File: config.mk
export PLATFORM = sky130hd
export DESIGN_NAME = debounce_multi
export DESIGN_NICKNAME = d
export VERILOG_FILES = /design/src/rtl/debounce_pkg.sv /design/src/rtl/debounce_chan.sv /design/src/rtl/debounce_multi.sv
export SDC_FILE = /design/constraint.sdc
export NUM_CORES = 1
export LEC_CHECK = 0
export BUFFER_PORTS_ARGS = -buffer_cell sky130_fd_sc_hd__buf_2
export CAP_MARGIN = 20
export CORE_UTILIZATION = 30
export DETAILED_ROUTE_END_ITERATION = 7
export SYNTH_ARGS = -nofsm -noshare
export SYNTH_HDL_FRONTEND = slang
export SYNTH_SLANG_ARGS = --single-unit
File: constraint.sdc
create_clock -name clk -period 11.2 [get_ports clk]
set_input_delay 1.68 -clock clk [delete_from_list [all_inputs] [get_ports clk]]
set_output_delay 1.68 -clock clk [all_outputs]
set_load 0.02 [all_outputs]
File: src/rtl/debounce_pkg.sv
// rtl/debounce_pkg.sv - shared state encoding and counter-width defaults for the debouncer
package debounce_pkg;

  typedef enum logic [1:0] {zero, wait0, one, wait1} state_t;

  localparam int CNT_W_SYNTH = 20;
  localparam int CNT_W_SIM   = 2;

endpackage

File: src/rtl/debounce_chan.sv
// rtl/debounce_chan.sv - one debouncer channel: synchroniser, filter FSM and down-counter
// Optional auto-repeat counter built when DEBOUNCE_MULTI_REPEAT_EN is defined.
module debounce_chan
  import debounce_pkg::*;
#(
  parameter int CNT_W       = CNT_W_SYNTH,
  parameter int SYNC_STAGES = 2,
  parameter int REP_W       = 26
) (
  input  logic clk,
  input  logic reset,
  input  logic sw,
  output logic db_level,
  output logic rise_tick,
  output logic fall_tick,
  output logic rep_tick
);

  localparam logic [CNT_W-1:0] CNT_LOAD = '1;
  localparam logic [CNT_W-1:0] CNT_ONE  = CNT_W'(1);

  logic [SYNC_STAGES-1:0] sync_q;
  logic                   sw_s;
  state_t                 state_q, state_d;
  logic [CNT_W-1:0]       cnt_q, cnt_d;

  always_ff @(posedge clk or posedge reset) begin
    if (reset) begin
      sync_q <= '0;
    end else begin
      sync_q <= {sync_q[SYNC_STAGES-2:0], sw};
    end
  end

  assign sw_s = sync_q[SYNC_STAGES-1];

  always_ff @(posedge clk or posedge reset) begin
    if (reset) begin
      state_q <= zero;
      cnt_q   <= '0;
    end else begin
      state_q <= state_d;
      cnt_q   <= cnt_d;
    end
  end

  // Ticks qualify on sw_s so a bounce landing on the last count cycle is still rejected.
  always_comb begin
    state_d   = state_q;
    cnt_d     = cnt_q;
    rise_tick = 1'b0;
    fall_tick = 1'b0;
    unique case (state_q)
      zero: begin
        if (sw_s) begin
          state_d = wait1;
          cnt_d   = CNT_LOAD;
        end
      end
      wait1: begin
        if (!sw_s) begin
          state_d = zero;
        end else if (cnt_q == CNT_ONE) begin
          rise_tick = 1'b1;
          state_d   = one;
        end else begin
          cnt_d = cnt_q - CNT_ONE;
        end
      end
      one: begin
        if (!sw_s) begin
          state_d = wait0;
          cnt_d   = CNT_LOAD;
        end
      end
      wait0: begin
        if (sw_s) begin
          state_d = one;
        end else if (cnt_q == CNT_ONE) begin
          fall_tick = 1'b1;
          state_d   = zero;
        end else begin
          cnt_d = cnt_q - CNT_ONE;
        end
      end
      default: state_d = zero;
    endcase
  end

  assign db_level = (state_q == one) || (state_q == wait0);

`ifdef DEBOUNCE_MULTI_REPEAT_EN
  logic [REP_W-1:0] rep_q, rep_d;
  logic             rep_tick_q, rep_tick_d;

  always_comb begin
    rep_d      = '0;
    rep_tick_d = 1'b0;
    if (state_q == one) begin
      rep_d      = rep_q + REP_W'(1);
      rep_tick_d = &rep_q;
    end
  end

  always_ff @(posedge clk or posedge reset) begin
    if (reset) begin
      rep_q      <= '0;
      rep_tick_q <= 1'b0;
    end else begin
      rep_q      <= rep_d;
      rep_tick_q <= rep_tick_d;
    end
  end

  assign rep_tick = rep_tick_q;
`else
  logic unused_rep_w;
  assign unused_rep_w = |REP_W;
  assign rep_tick     = 1'b0;
`endif

endmodule

File: src/rtl/debounce_multi.sv
// rtl/debounce_multi.sv - NCH independent debouncer channels for board buttons and switches
// Auto-repeat ticks are produced only when DEBOUNCE_MULTI_REPEAT_EN is defined.
module debounce_multi
  import debounce_pkg::*;
#(
  parameter int NCH         = 5,
  parameter int CNT_W       = CNT_W_SYNTH,
  parameter int SYNC_STAGES = 2,
  parameter int REP_W       = 26
) (
  input  logic           clk,
  input  logic           reset,
  input  logic [NCH-1:0] sw,
  output logic [NCH-1:0] db_level,
  output logic [NCH-1:0] rise_tick,
  output logic [NCH-1:0] fall_tick,
  output logic [NCH-1:0] rep_tick
);

  for (genvar i = 0; i < NCH; i++) begin : g_chan
    debounce_chan #(
      .CNT_W      (CNT_W),
      .SYNC_STAGES(SYNC_STAGES),
      .REP_W      (REP_W)
    ) u_chan (
      .clk      (clk),
      .reset    (reset),
      .sw       (sw[i]),
      .db_level (db_level[i]),
      .rise_tick(rise_tick[i]),
      .fall_tick(fall_tick[i]),
      .rep_tick (rep_tick[i])
    );
  end

endmodule

# After elaboration in Yosys (flattened, before gate mapping)
# Cells that the tools add are included.
totals:
  reg_bits: 120
  inputBits: 7
op_classes:
  n_addsub: 5
  n_eq_ne: 50
  n_mux: 90
  reduce_logical: 20
op_table:
  columns: ["operator", "n"]
  rows:
  - ["20-bit 2-to-1 mux", 25]
  - ["20-bit case mux with 4 select lines", 5]
  - ["20-bit by 1-bit equality test with 1-bit output (second input constant)", 5]
  - ["20-bit by 1-bit subtractor with 20-bit output (second input constant)", 5]
  - ["2-bit 2-to-1 mux", 30]
  - ["2-bit case mux with 4 select lines", 5]
  - ["4-bit AND reduction", 10]
  - ["1-bit 2-to-1 mux", 25]
  - ["2-bit equality test (second input constant)", 10]
  - ["2-bit by 1-bit != test with 1-bit output (second input constant)", 10]
  - ["2-bit != test (second input constant)", 10]
  - ["3-bit by 1-bit != test with 1-bit output (second input constant)", 5]
  - ["3-bit != test (second input constant)", 5]
  - ["2-bit by 1-bit equality test with 1-bit output (second input constant)", 5]
  - ["2-bit zero test", 5]
  - ["1-bit logical OR", 5]

# Longest topological paths before layout
# Gate-level depths: netlist of the first run.
depth:
  word_depth: 4
  mapped_depth: 9

# Hierarchy
# A second synthesis of the first run with hierarchy kept.
unflattened:
  hier_cells: 850
  area_unflattened_um2: 7627.3
modules_own_cells:
  columns: ["mod", "instances", "cells_per_inst", "area_per_inst_um2"]
  rows:
  - ["debounce_chan at g_chan[1].u_chan ...", 2, 178, 1549.0]
  - ["debounce_chan at g_chan[0].u_chan", 1, 170, 1534.0]
  - ["debounce_chan at g_chan[3].u_chan", 1, 166, 1521.5]
  - ["debounce_chan at g_chan[4].u_chan", 1, 158, 1473.9]

# Worst setup path before layout of the first run
# No wires, ideal clock.
synth_timing:
  path_type: "reg2out"
  startpoint: "register g_chan[0].u_chan.cnt_q[12]"
  endpoint: "output port fall_tick[0]"
  arrival_time_ns: 2.214
  required_ns: 9.520
  path_slack_ns: 7.306
  stages_incl_launch_ff: 7
  cell_sequence: "dfrtp_1 > or4_1 > or4_1 > buf_2 > nor4_1 > and3_1 > buf_4"
synth_between:
  elab_chain_len: 4
synth_lines:
  columns: ["element", "line_no", "source"]
  rows:
  - ["start, declared", "debounce_chan.sv:25", "logic [CNT_W-1:0] cnt_q, cnt_d;"]
  - ["start signal, assigned", "debounce_chan.sv:43", "cnt_q <= cnt_d;"]
  - ["20-bit by 1-bit equality test with 1-bit output", "debounce_chan.sv:79", "end else if (cnt_q == CNT_ONE) begin"]
  - ["1-bit 2-to-1 mux", "debounce_chan.sv:79", null]
  - ["1-bit 2-to-1 mux", "debounce_chan.sv:77", "if (sw_s) begin"]
  - ["1-bit 2-to-1 mux", "debounce_chan.sv:53", "unique case (state_q)"]
  - ["end, declared", "debounce_multi.sv:16", "output logic [NCH-1:0] fall_tick,"]
# Every way passes these cells.

# Worst setup path in the final report of the first run
layout_timing:
  startpoint: "register g_chan[0].u_chan.cnt_q[12]"
  endpoint: "output port rise_tick[0]"
layout_between:
  elab_chain_len: 4
layout_lines:
  columns: ["element", "line_no", "source"]
  rows:
  - ["20-bit by 1-bit equality test with 1-bit output", "debounce_chan.sv:63", "end else if (cnt_q == CNT_ONE) begin"]
  - ["1-bit 2-to-1 mux", "debounce_chan.sv:63", null]
  - ["1-bit 2-to-1 mux", "debounce_chan.sv:61", "if (!sw_s) begin"]
  - ["1-bit 2-to-1 mux", "debounce_chan.sv:53", null]
  - ["end, declared", "debounce_multi.sv:15", "output logic [NCH-1:0] rise_tick,"]
# Every way passes these cells.

==> impl_results.md, run 1 <==
- Busiest layer in global routing: met2
- Vias: 5507
- WP data required: 9.52 ns
- Commonest non-fill, non-tap cell in the layout: dfrtp_1
- Nets: 801
- Final TNS setup: 0 ns
- Antenna-violating nets left: 0
- Multiplexer share of the synthesized area: 1.72%
- Die width: 156 um
- Die area: 24400 sq um
- Arrival @ worst endpoint: 2.92 ns
- Final Routed Wirelength: 14.2 mm
- Total power draw: 1.57 mW
- Io pins: 27
- Initial drt markers: 400
- Post-synthesis cell area: 7140 sq um
- Post-route minimum period: 4.60 ns
- Finish-stage setup viols: 0
- Estimated wirelength of the detail-placed design: 9.61 mm
- Worst setup EP type: output pin
- Worst R2R Start: g_chan[2].u_chan.state_q[0]$_DFFE_PP0P_
- Via/cell ratio: 5.03
- Combinational family with the most area after synthesis: simple AND/OR/NAND/NOR gates
- Xor-xnor portion of the synthesized cell area: 6.01%
- Top_reg_cell synth: dfrtp_1
- Synth Register Bits: 120
- Worst Setup Start Kind: flip-flop
- GRT overflow: 0
- Clock Path Buffers: 2
- Number of CTS-inserted buffers: 17
- Fraction of layout cells with a size suffix above 1: 11.0%
- Crit Path Class: reg2out
- Clk_skew: 0.00759 ns
- Port Buf Inserts: 21
- Yosys cell types: 66
- Core outline area: 23400 sq um
- Met3 GRT Util: 2.69%
- Fin. Hold Viols: 0
- Final period util: 41.0%
- DRC: 1
- Root buffer cell: clkbuf_16
- Routed len/inst: 13.0 um
- Syn Area/Cell: 9.33 sq um
- Num Clock Sinks: 120
- # hold bufs at CTS: 0
- Post-synth EDFFs: 0
- Met1 usage: 17.5%
- CTS tree: done
- Vias in the first global route: 5140
- Worst-path clk slew: 0.06 ns
- Critical path origin: g_chan[0].u_chan.cnt_q[12]$_DFFE_PP0P_
- Die height: 156 um
- Fmax achieved: 0.218 GHz
- Area share of fa/ha/maj cells after synthesis: 5.26%
- Post-Syn Instances: 765
- Hold/Removal Path Class: reg2reg
- RSZ-0062 raised after global routing: false
- H-tree depth: 4
- Postcts setup bufs: 0
- Sequential cell area: 3000 sq um
- Slew Viols, Final: 0
- Max-slew headroom: 32.7%
- Number of fill cells: 2386
- Maximum vdd drop: 0.124 mV
- FFs w/ async S/R, synth: 100%
- HP Start: g_chan[2].u_chan.sync_q[0]$_DFF_PP0_
- Pin count of the biggest net entering global routing: 74
- Starting density of the core: 30.5%
- Final Wtd Congestion: 0.831
- GRT Total Usage: 12.7%
- Met2 global-route usage: 18.9%
- Warnings from Yosys: 0
- Area of the multi-input gates: 3800 sq um
- Commonest cells after routing, fill and taps aside: dfrtp_1, nand2_1, nor2_1
- Violated checks: design-rule violations
- CP Max Fanout: 12
- Share of the yosys chip area belonging to registers: 42.1%
- FP Rows: 56
- Skew-Pair Late Insertion Delay: 0.41 ns
- Synth Area in Simple Gates: 25.5%
- Slew @ Worst Pin: 1.00 ns
- Layout area overhead: 12.0%
- Cell Pwr Density: 196 nW/um^2
- N_diodes: 0
- Fraction of the mapped netlist area in compound gates: 14.5%
- MaxCap Viol Count: 0
- # resized after CTS: 0
- Initial antenna violation count: 0
- Outcome: complete, but fails checks
- Leak: 2.71 nW
- First-pass GRT wire length: 24.9 mm
- Pre-antenna DRT Iters: 6
==> registers in the layout, summed over array words and instances, names as in the netlist <==
| signal | flops |
|---|---|
| g_chan.u_chan.cnt_q | 100 |
| g_chan.u_chan.state_q | 10 |
| g_chan.u_chan.sync_q | 10 |
==> path summary, 6_finish.rpt <==
path	to	slack, ns	cells past startpoint
setup / recovery	rise_tick[0]	6.60	5
min in group asynchronous	g_chan[2].u_chan.sync_q[1]$_DFF_PP0_	1.34	2
hold reg to reg	g_chan[2].u_chan.sync_q[1]$_DFF_PP0_	0.34	0
hold / removal	g_chan[2].u_chan.sync_q[1]$_DFF_PP0_	0.34	0
setup reg to reg	g_chan[2].u_chan.cnt_q[4]$_DFFE_PP0P_	8.37	7
max in group asynchronous	g_chan[4].u_chan.cnt_q[5]$_DFFE_PP0P_	8.43	3
==> synth_stat cells (all sizes together), types with 3 or more instances <==
library cell	instances	share of area (%)
ha	30	5.3
xnor2	30	3.7
nor4	23	2.1
a211oi	14	1.5
nand3	26	1.8
xor2	19	2.3
clkbuf	21	1.1
a31oi	5	0.44
nand4	7	0.61
o211a	3	0.42
inv	25	1.3
nand2	71	3.7
a2111oi	6	0.82
buf	26	2.6
dfrtp	120	42
nor3b	9	0.95
a21boi	3	0.32
and3	12	1.1
or3b	6	0.74
o31ai	15	1.6
o2111ai	7	1.0
mux2i	10	1.4
o211ai	17	1.8
a21oi	24	1.7
nor2b	4	0.35
nor3	36	2.6
or2	14	1.2
a21o	5	0.53
nand2b	5	0.44
o21ai	31	2.2
o21a	4	0.42
nor4b	5	0.70
or4	28	2.9
or3	17	1.6
and2	3	0.26
and4	6	0.74
nor2	56	3.0
==> metrics by stage <==
stage                     utilization [%]  cell area, sq um  setup WS (ns)  std cells  hold slack, ns
after global routing                 34.2              8000           6.41       1095           0.364
after detailed placement             31.7              7410           7.04       1063           0.338
final                                34.2              8000           6.60       1095           0.344
after CTS                            34.1              7990           6.58       1094           0.348
after floorplan                         -              7160           6.33        769           0.331
after global placement               31.7              7410           7.12       1063           0.332
==> per-layer routing <==
metal | part of all wire, % | up-vias | routed length, um
met3 | 2.8 | 12 | 399
li1 | - | 2796 | -
met2 | 45 | 82 | 6370
met5 | 0 | - | 0
met4 | 1.4 | 0 | 198
met1 | 51 | 2617 | 7230
==> logic make-up (layout without fill, tap and decap cells) <==
kind of cell / after synthesis / after routing
compound gates: 148 / 148
xor+xnor: 49 / 49
fa+ha+maj: 30 / 30
buf+inv: 72 / 79
flops: 120 / 120
mux: 12 / 12
other cells: 1 / 5
simple gates: 333 / 333
==> worst max-delay path, stage by stage, from the launching register on <==
cell     delay (ns)
dfrtp_1        0.42
or4_1          0.60
or4_1          0.66
nor4_1         0.44
and3_1         0.22
buf_2          0.16
==> final cells by class <==
cell class | instances | area share, %
clock inverter | 12 | 1.60
inverter | 25 | 1.20
sequential | 120 | 37.5
clock buffer | 19 | 5.66
tap | 319 | 4.99
multi-input combinational | 577 | 47.5
timing repair buffer | 23 | 1.50
==> power by group <==
| group | switching (mW) | internal, mW |
|---|---|---|
| Combinational | 0.328 | 0.177 |
| Clock | 0.196 | 0.336 |
| Sequential | 0.0532 | 0.478 |
| Total | 0.577 | 0.991 |
No activity file was read; power rests on OpenSTA's default activity.
==> inputs of run 2 (changes only) <==
--- a/config.mk
+++ b/config.mk
@@ -5,6 +5,7 @@
 export SDC_FILE = /design/constraint.sdc
 export NUM_CORES = 1
 export LEC_CHECK = 0
+export ABC_AREA = 1
 export BUFFER_PORTS_ARGS = -buffer_cell sky130_fd_sc_hd__buf_2
 export CAP_MARGIN = 20
 export CORE_UTILIZATION = 30
==> constraint.sdc (replaced) <==
create_clock -name clk -period 3.9 [get_ports clk]
set_input_delay 0.585 -clock clk [delete_from_list [all_inputs] [get_ports clk]]
set_output_delay 0.585 -clock clk [all_outputs]
set_load 0.02 [all_outputs]
==> run 2 against run 1 <==
Effect of this change:
- the run now ends clean
- sequential power increased to 4.6 times the previous value
- combinational power increased to 7.7 times the previous value
- utilization decreased by 0.44 points
- clock skew about the same
- largest power group is now combinational logic
==> impl_results.md, run 2 <==
- Hold/Removal Path Class: in2reg
- Final WS setup: 1.39 ns (-5.21 ns)
- Root buffer cell: clkbuf_16
- WP data required: 4.20 ns (-5.32 ns)
- Vias in the first global route: 7622 (+48%)
- Starting density of the core: 30.8% (+0.33 points)
- Number of CTS-inserted buffers: 17 (unchanged)
- Layout area overhead: 9.42%
- # hold bufs at CTS: 0 (unchanged)
- Met1 wire length: 9.33 mm (+29%)
- Initial drt markers: 455 (+14%)
- Hold path depth: 1 (+1)
- DRC: 0 (-1)
- Skew-Pair Late Insertion Delay: 0.42 ns (about the same)
- Post-route minimum period: 2.51 ns
- Register with the most flip-flops: g_chan.u_chan.cnt_q
- Crit Path Class: reg2reg
- Top post-synthesis cells by count: nand2_1, nand3_1, nor2_1
- FFs w/ async S/R, synth: 100% (unchanged)
- Post-synth top area cell: dfrtp_1
- Flop2flop setup slack: 1.39 ns (-6.98 ns)
- Io pins: 27 (unchanged)
- GRT Total Usage: 14.0% (+1.3 points)
- Pin count of the biggest net entering global routing: 92 (+24%)
- Critical path origin: g_chan[3].u_chan.state_q[0]$_DFFE_PP0P_
- Reg2reg end: g_chan[3].u_chan.cnt_q[18]$_DFFE_PP0P_
- Final period util: 64.2%
- Post-synthesis cell area: 8660 sq um (+21%)
- Met3 wire length: 527 um (+32%)
- Slew Viols, Final: 0 (unchanged)
- Fmax achieved: 0.399 GHz
- Core outline area: 28100 sq um (+20%)
- GRT overflow: 0 (unchanged)
- Synth top area cells: dfrtp_1, nand2_1, nand3_1
- End point of the critical path: g_chan[3].u_chan.cnt_q[18]$_DFFE_PP0P_
- Final Wtd Congestion: 0.810 (-2.6%)
- CTS tree: done
- Syn Area/Cell: 6.65 sq um (-29%)
- Slew @ Worst Pin: 0.863 ns (-0.140 ns)
- Commonest cells after routing, fill and taps aside: nand2_1, nand3_1, nor2_1
- Worst Setup Start Kind: flip-flop
- Nets: 1331 (+66%)
- N_diodes: 0 (unchanged)
- Number of fill cells: 3093 (+30%)
- Warnings from Yosys: 0 (unchanged)
- Leak: 4.57 nW (+69%)
- Post-Syn Instances: 1302 (+70%)
- # resized after CTS: 0 (unchanged)
- Biggest regs: g_chan.u_chan.cnt_q: 100 flops, g_chan.u_chan.state_q: 10 flops, g_chan.u_chan.sync_q: 10 flops
- Final Routed Wirelength: 18.8 mm (+32%)
- MaxCap Viol Count: 0 (unchanged)
- Worst-path clk slew: 0.06 ns (about the same)
- Count leader, synth: nand2_1
- Final TNS setup: 0 ns (unchanged)
- First-pass GRT wire length: 34.1 mm (+37%)
- HP Start: sw[3]
- Number of flip-flops in the largest register: 100 (unchanged)
- Clock Path Buffers: 2 (unchanged)
- Dpl ws: 1.39 ns (-5.65 ns)
- Pre-antenna DRT Iters: 5 (-1)
- Antenna-violating nets left: 0 (unchanged)
- Die height: 172 um (+10%)
- CP Max Fanout: 21 (+9)
- Routed len/inst: 11.1 um (-14%)
- Max-slew headroom: 42.5% (+9.8 points)
- Top_reg_cell synth: dfrtp_1
- Yosys cell types: 34 (-48%)
- FP Rows: 61 (+8.9%)
- Top cell type's share of synthesized area: 34.7% (-7.4 points)
- Initial antenna violation count: 0 (unchanged)
- Fraction of layout cells with a size suffix above 1: 10.1% (-0.85 points)
- Postcts setup bufs: 0 (unchanged)
- Die area: 29600 sq um (+21%)
- Num Clock Sinks: 120 (unchanged)
- Arrival @ worst endpoint: 2.81 ns (-0.11 ns)
- Vias: 7760 (+41%)
- Outcome: complete, no violations
- Finish-stage setup viols: 0 (unchanged)
- Routed wl met2: 8.72 mm (+37%)
- RSZ-0062 raised after global routing: false
- R2R depth: 9 (+2)
- Fin. Hold Viols: 0 (unchanged)
- Maximum vdd drop: 0.475 mV (+280%)
- Top layer in use: met4
- Via/cell ratio: 4.61 (-8.4%)
- H-tree depth: 4 (unchanged)
- Worst R2R Start: g_chan[3].u_chan.state_q[0]$_DFFE_PP0P_
- Clk_skew: 0.00764 ns (+0.0000457 ns)
- Share of the yosys chip area belonging to registers: 34.7% (-7.4 points)
- Commonest non-fill, non-tap cell in the layout: nand2_1
- Post-synth EDFFs: 0 (unchanged)
- Worst setup EP type: flip-flop
- Port Buf Inserts: 21 (unchanged)
- Die width: 172 um (+10%)
- Estimated wirelength of the detail-placed design: 12.7 mm (+32%)
- Cell Pwr Density: 834 nW/um^2 (+330%)
- Synth Register Bits: 120 (unchanged)
run 2: cell count changes in the layout (fill, tap and decap cells not counted), moves of 22 or more:
cell,before,now
nand3b_1,2,25
inv_1,24,110
nand2_1,71,445
or4_1,28,0
nand3_1,26,210
nor2_1,55,156
xnor2_1,30,2
nor3_1,35,6
nor4_1,22,0
run 2: power by group:
group	leakage (nW)	switching (mW)	internal [mW]
sequential	1.28	0.631	1.82
clock	0.284	0.646	0.909
combinational	3.00	2.64	1.27
total	4.57	3.91	3.99
run 2: logic make-up after synthesis:
| family | after synthesis | share of synthesized area, % |
|---|---|---|
| simple gates | 912 | 46.6 |
| buf+inv | 176 | 9.69 |
| fa+ha+maj | 30 | 4.33 |
| compound gates | 59 | 4.23 |
| flops | 120 | 34.7 |
| xor+xnor | 4 | 0.405 |
| other cells | 1 | 0.0433 |
run 2: cell type report:
type / instances / area [sq um] / area share [%]
Sequential cell: 120 / 3000 / 31.7
Inverter: 121 / 459 / 4.84
Multi-Input combinational cell: 1010 / 4830 / 51.0
Clock buffer: 18 / 439 / 4.63
Clock inverter: 14 / 141 / 1.49
Tap cell: 378 / 473 / 4.99
Timing Repair Buffer: 24 / 128 / 1.35
run 2: worst min-delay path by stage:
stage	end	slack, ns
2_1_floorplan	g_chan[0].u_chan.sync_q[1]$_DFF_PP0_	0.33
3_3_place_gp	g_chan[2].u_chan.sync_q[1]$_DFF_PP0_	0.33
3_5_place_dp	g_chan[2].u_chan.sync_q[1]$_DFF_PP0_	0.34
4_1_cts	g_chan[3].u_chan.sync_q[0]$_DFF_PP0_	0.25
5_1_grt	g_chan[3].u_chan.sync_q[0]$_DFF_PP0_	0.24
6_report	g_chan[3].u_chan.sync_q[0]$_DFF_PP0_	0.26
run 2: routing by layer:
metal  vias up  global-route usage [%]
li1       4102                       -
met1      3555                    17.7
met2        86                    24.0
met3        17                    2.54
met4         0                    4.12
met5         -                       0
run 2: stage by stage:
step	cell area [sq um]	cells	util, %	hold slack, ns	power, mW
2_1_floorplan	8680	1306	-	0.331	5.79
3_3_place_gp	8900	1653	31.7	0.333	6.29
3_5_place_dp	8900	1653	31.7	0.337	6.43
4_1_cts	9480	1685	33.7	0.245	8.01
5_1_grt	9480	1685	33.7	0.241	8.79
6_report	9480	1685	33.7	0.263	7.91
run 2: critical path, cell delays in order (launching register included):
cell      delay [ns]
dfrtp_1         0.45
inv_1           0.11
ha_1            0.16
nand2_1         0.05
nand2_1         0.07
clkinv_1        0.08
nand2_1         0.53
nand2_1         0.64
nand2_1         0.21
nand2_1         0.07
==> inputs of run 3 (changes only) <==
--- a/config.mk
+++ b/config.mk
@@ -5,7 +5,7 @@
 export SDC_FILE = /design/constraint.sdc
 export NUM_CORES = 1
 export LEC_CHECK = 0
-export ABC_AREA = 1
+export ABC_AREA = 0
 export BUFFER_PORTS_ARGS = -buffer_cell sky130_fd_sc_hd__buf_2
 export CAP_MARGIN = 20
 export CORE_UTILIZATION = 30
==> constraint.sdc (replaced) <==
create_clock -name clk -period 2.2 [get_ports clk]
set_input_delay 0.33 -clock clk [delete_from_list [all_inputs] [get_ports clk]]
set_output_delay 0.33 -clock clk [all_outputs]
set_load 0.02 [all_outputs]
==> run 3 against run 2 <==
Effect of this change:
- the flow now finishes with violations (negative setup slack)
- final cell count is 24% lower
- count of clock-buffer cells in the layout stayed put
- via count is 18% lower
- die area is 17% lower
- utilization is 9.9 points higher
- critical path type is now reg2out
==> impl_results.md, run 3 (synthesized netlist as in run 1, its figures left out) <==
- FP Rows: 56 (-8.2%)
- RSZ-0062 raised after global routing: true
- GRT Total Usage: 14.6% (+0.68 points)
- Crit Path Class: reg2out
- Nets: 981 (-26%)
- CTS tree: done
- Leak: 3.76 nW (-18%)
- Starting density of the core: 30.5% (-0.33 points)
- Clock Path Buffers: 2 (unchanged)
- Critical path origin: g_chan[2].u_chan.cnt_q[5]$_DFFE_PP0P_
- Worst setup EP type: output pin
- Register with the most flip-flops: g_chan.u_chan.cnt_q
- Initial drt markers: 229 (-50%)
- N_diodes: 0 (unchanged)
- Non-Filler Instances: 1276 (-24%)
- Estimated wirelength of the detail-placed design: 11.5 mm (-10%)
- Violated checks: negative setup slack
- Post-route cell area: 10200 sq um (+7.7%)
- R2R depth: 7 (-2)
- CP Max Fanout: 2 (-90%)
- Met1 usage: 18.0% (+0.23 points)
- Outcome: complete, but fails checks
- H-tree depth: 4 (unchanged)
- Reg2reg end: g_chan[4].u_chan.cnt_q[18]$_DFFE_PP0P_
- Pin count of the biggest net entering global routing: 73 (-21%)
- Skew-Pair Late Insertion Delay: 0.42 ns (about the same)
- Slew @ Worst Pin: 0.733 ns (-0.130 ns)
- Met2 global-route usage: 25.4% (+1.5 points)
- Final period util: 120%
- GRT overflow: 0 (unchanged)
- Number of flip-flops in the largest register: 100 (unchanged)
- Busiest layer in global routing: met2
- Maximum vdd drop: 0.656 mV (+38%)
- Core outline area: 23400 sq um (-17%)
- Die width: 156 um (-9.1%)
- Port Buf Inserts: 21 (unchanged)
- End point of the critical path: rise_tick[2]
- Vias: 6350 (-18%)
- DP Area: 8590 sq um (-3.4%)
- Die height: 156 um (-9.1%)
- Fraction of layout cells with a size suffix above 1: 37.4% (+27 points)
- Post-route minimum period: 2.65 ns
- Final WS setup: -0.448 ns (-1.84 ns)
- Antenna-violating nets left: 0 (unchanged)
- Sequential cell area: 3010 sq um (+0.21%)
- Hold/Removal Path Class: in2reg
- Max-slew headroom: 50.8% (+8.3 points)
- Commonest non-fill, non-tap cell in the layout: buf_4
- Met3 GRT Util: 2.80% (+0.26 points)
- Arrival @ worst endpoint: 2.32 ns (-0.49 ns)
- Num Clock Sinks: 120 (unchanged)
- Final Routed Wirelength: 17.2 mm (-8.2%)
- Initial antenna violation count: 0 (unchanged)
- Worst R2R Start: g_chan[4].u_chan.cnt_q[6]$_DFFE_PP0P_
- Io pins: 27 (unchanged)
- Die area: 24400 sq um (-17%)
- Worst Setup Start Kind: flip-flop
- Number of CTS-inserted buffers: 17 (unchanged)
- Fin. Hold Viols: 0 (unchanged)
- Area of the multi-input gates: 4440 sq um (-8.2%)
- Via/cell ratio: 4.98 (+8.1%)
- Root buffer cell: clkbuf_16
- DRC: 0 (unchanged)
- First-pass GRT wire length: 29.1 mm (-15%)
- WP data required: 1.87 ns (-2.33 ns)
- Worst-path clk slew: 0.06 ns (about the same)
- Flop2flop setup slack: -0.28 ns (-1.67 ns)
- Final Wtd Congestion: 0.857 (+5.8%)
- Clk_skew: 0.0133 ns (+0.00569 ns)
- Slew Viols, Final: 0 (unchanged)
- Pre-antenna DRT Iters: 4 (-1)
- Routed len/inst: 13.5 um (+21%)
- Dpl cells: 1205 (-27%)
- MaxCap Viol Count: 0 (unchanged)
- Fmax achieved: 0.378 GHz
- Cell Pwr Density: 911 nW/um^2 (+9.2%)
- Commonest cells after routing, fill and taps aside: buf_4, dfrtp_1, nand2_1
- Vias in the first global route: 6298 (-17%)
- Number of fill cells: 2244 (-27%)
- Layout area overhead: 42.9%
- Finish-stage setup viols: 43 (+43)
- Biggest regs: g_chan.u_chan.cnt_q: 100 flops, g_chan.u_chan.state_q: 10 flops, g_chan.u_chan.sync_q: 10 flops
run 3: metal layers:
layer / vias to the layer above / share of wire [%]
met3: 23 / 2.2
met2: 77 / 50
met1: 3095 / 46
met5: - / 0
met4: 0 / 1.2
li1: 3155 / -
run 3: stage by stage:
stage | setup WS (ns) | power [mW] | util (%) | hold WS (ns) | setup TNS [ns]
2_1_floorplan | -0.216 | 4.85 | - | 0.331 | -1.64
3_3_place_gp | -0.176 | 5.95 | 36.7 | 0.334 | -2.03
3_5_place_dp | -0.183 | 5.98 | 36.7 | 0.337 | -2.75
4_1_cts | -0.483 | 9.13 | 42.0 | 0.0128 | -5.00
5_1_grt | -0.514 | 9.91 | 43.6 | 0.0116 | -10.26
6_report | -0.448 | 9.30 | 43.6 | 0.0342 | -6.57
run 3: where the power goes:
group	switching (mW)	internal [mW]	leakage (nW)	total (mW)
logic	2.05	1.58	2.34	3.63
registers	0.271	2.44	1.12	2.71
clock network	1.11	1.84	0.301	2.95
total	3.43	5.87	3.76	9.30
run 3: critical path, cell delays in order, from the launching register on:
cell	delay (ns)
dfrtp_1	0.38
or4_4	0.54
or4_4	0.57
nor2_4	0.10
and3_4	0.19
buf_6	0.11
run 3: repair_timing:
action / CTS / global route
gates resized for setup: 74 / 77
hold buffers: 4 / 0
endpoints found under the hold margin: 16 / 0
cloned: 1 / 0
pin swaps: 60 / 54
setup buffers: 24 / 13
setup endpoints to repair: 50 / 82
run 3: worst min-delay path by stage:
stage / slack [ns] / cells after the start / from / endpoint
after floorplan: 0.33 / 0 / g_chan[0].u_chan.sync_q[0]$_DFF_PP0_ / g_chan[0].u_chan.sync_q[1]$_DFF_PP0_
final: 0.03 / 1 / sw[1] / g_chan[1].u_chan.sync_q[0]$_DFF_PP0_
after global routing: 0.01 / 1 / sw[1] / g_chan[1].u_chan.sync_q[0]$_DFF_PP0_
after detailed placement: 0.34 / 0 / g_chan[0].u_chan.sync_q[0]$_DFF_PP0_ / g_chan[0].u_chan.sync_q[1]$_DFF_PP0_
after global placement: 0.33 / 0 / g_chan[3].u_chan.sync_q[0]$_DFF_PP0_ / g_chan[3].u_chan.sync_q[1]$_DFF_PP0_
after CTS: 0.01 / 1 / sw[4] / g_chan[4].u_chan.sync_q[0]$_DFF_PP0_
run 3: final cells by class:
cell class              count  share of cell area (%)
clock inverters            14                    1.83
multi-input cells         577                    43.5
flip-flops and latches    120                    29.5
well taps                 319                    3.91
inverters                  25                    1.01
clock buffers              18                    4.30
repair buffers            203                    16.0
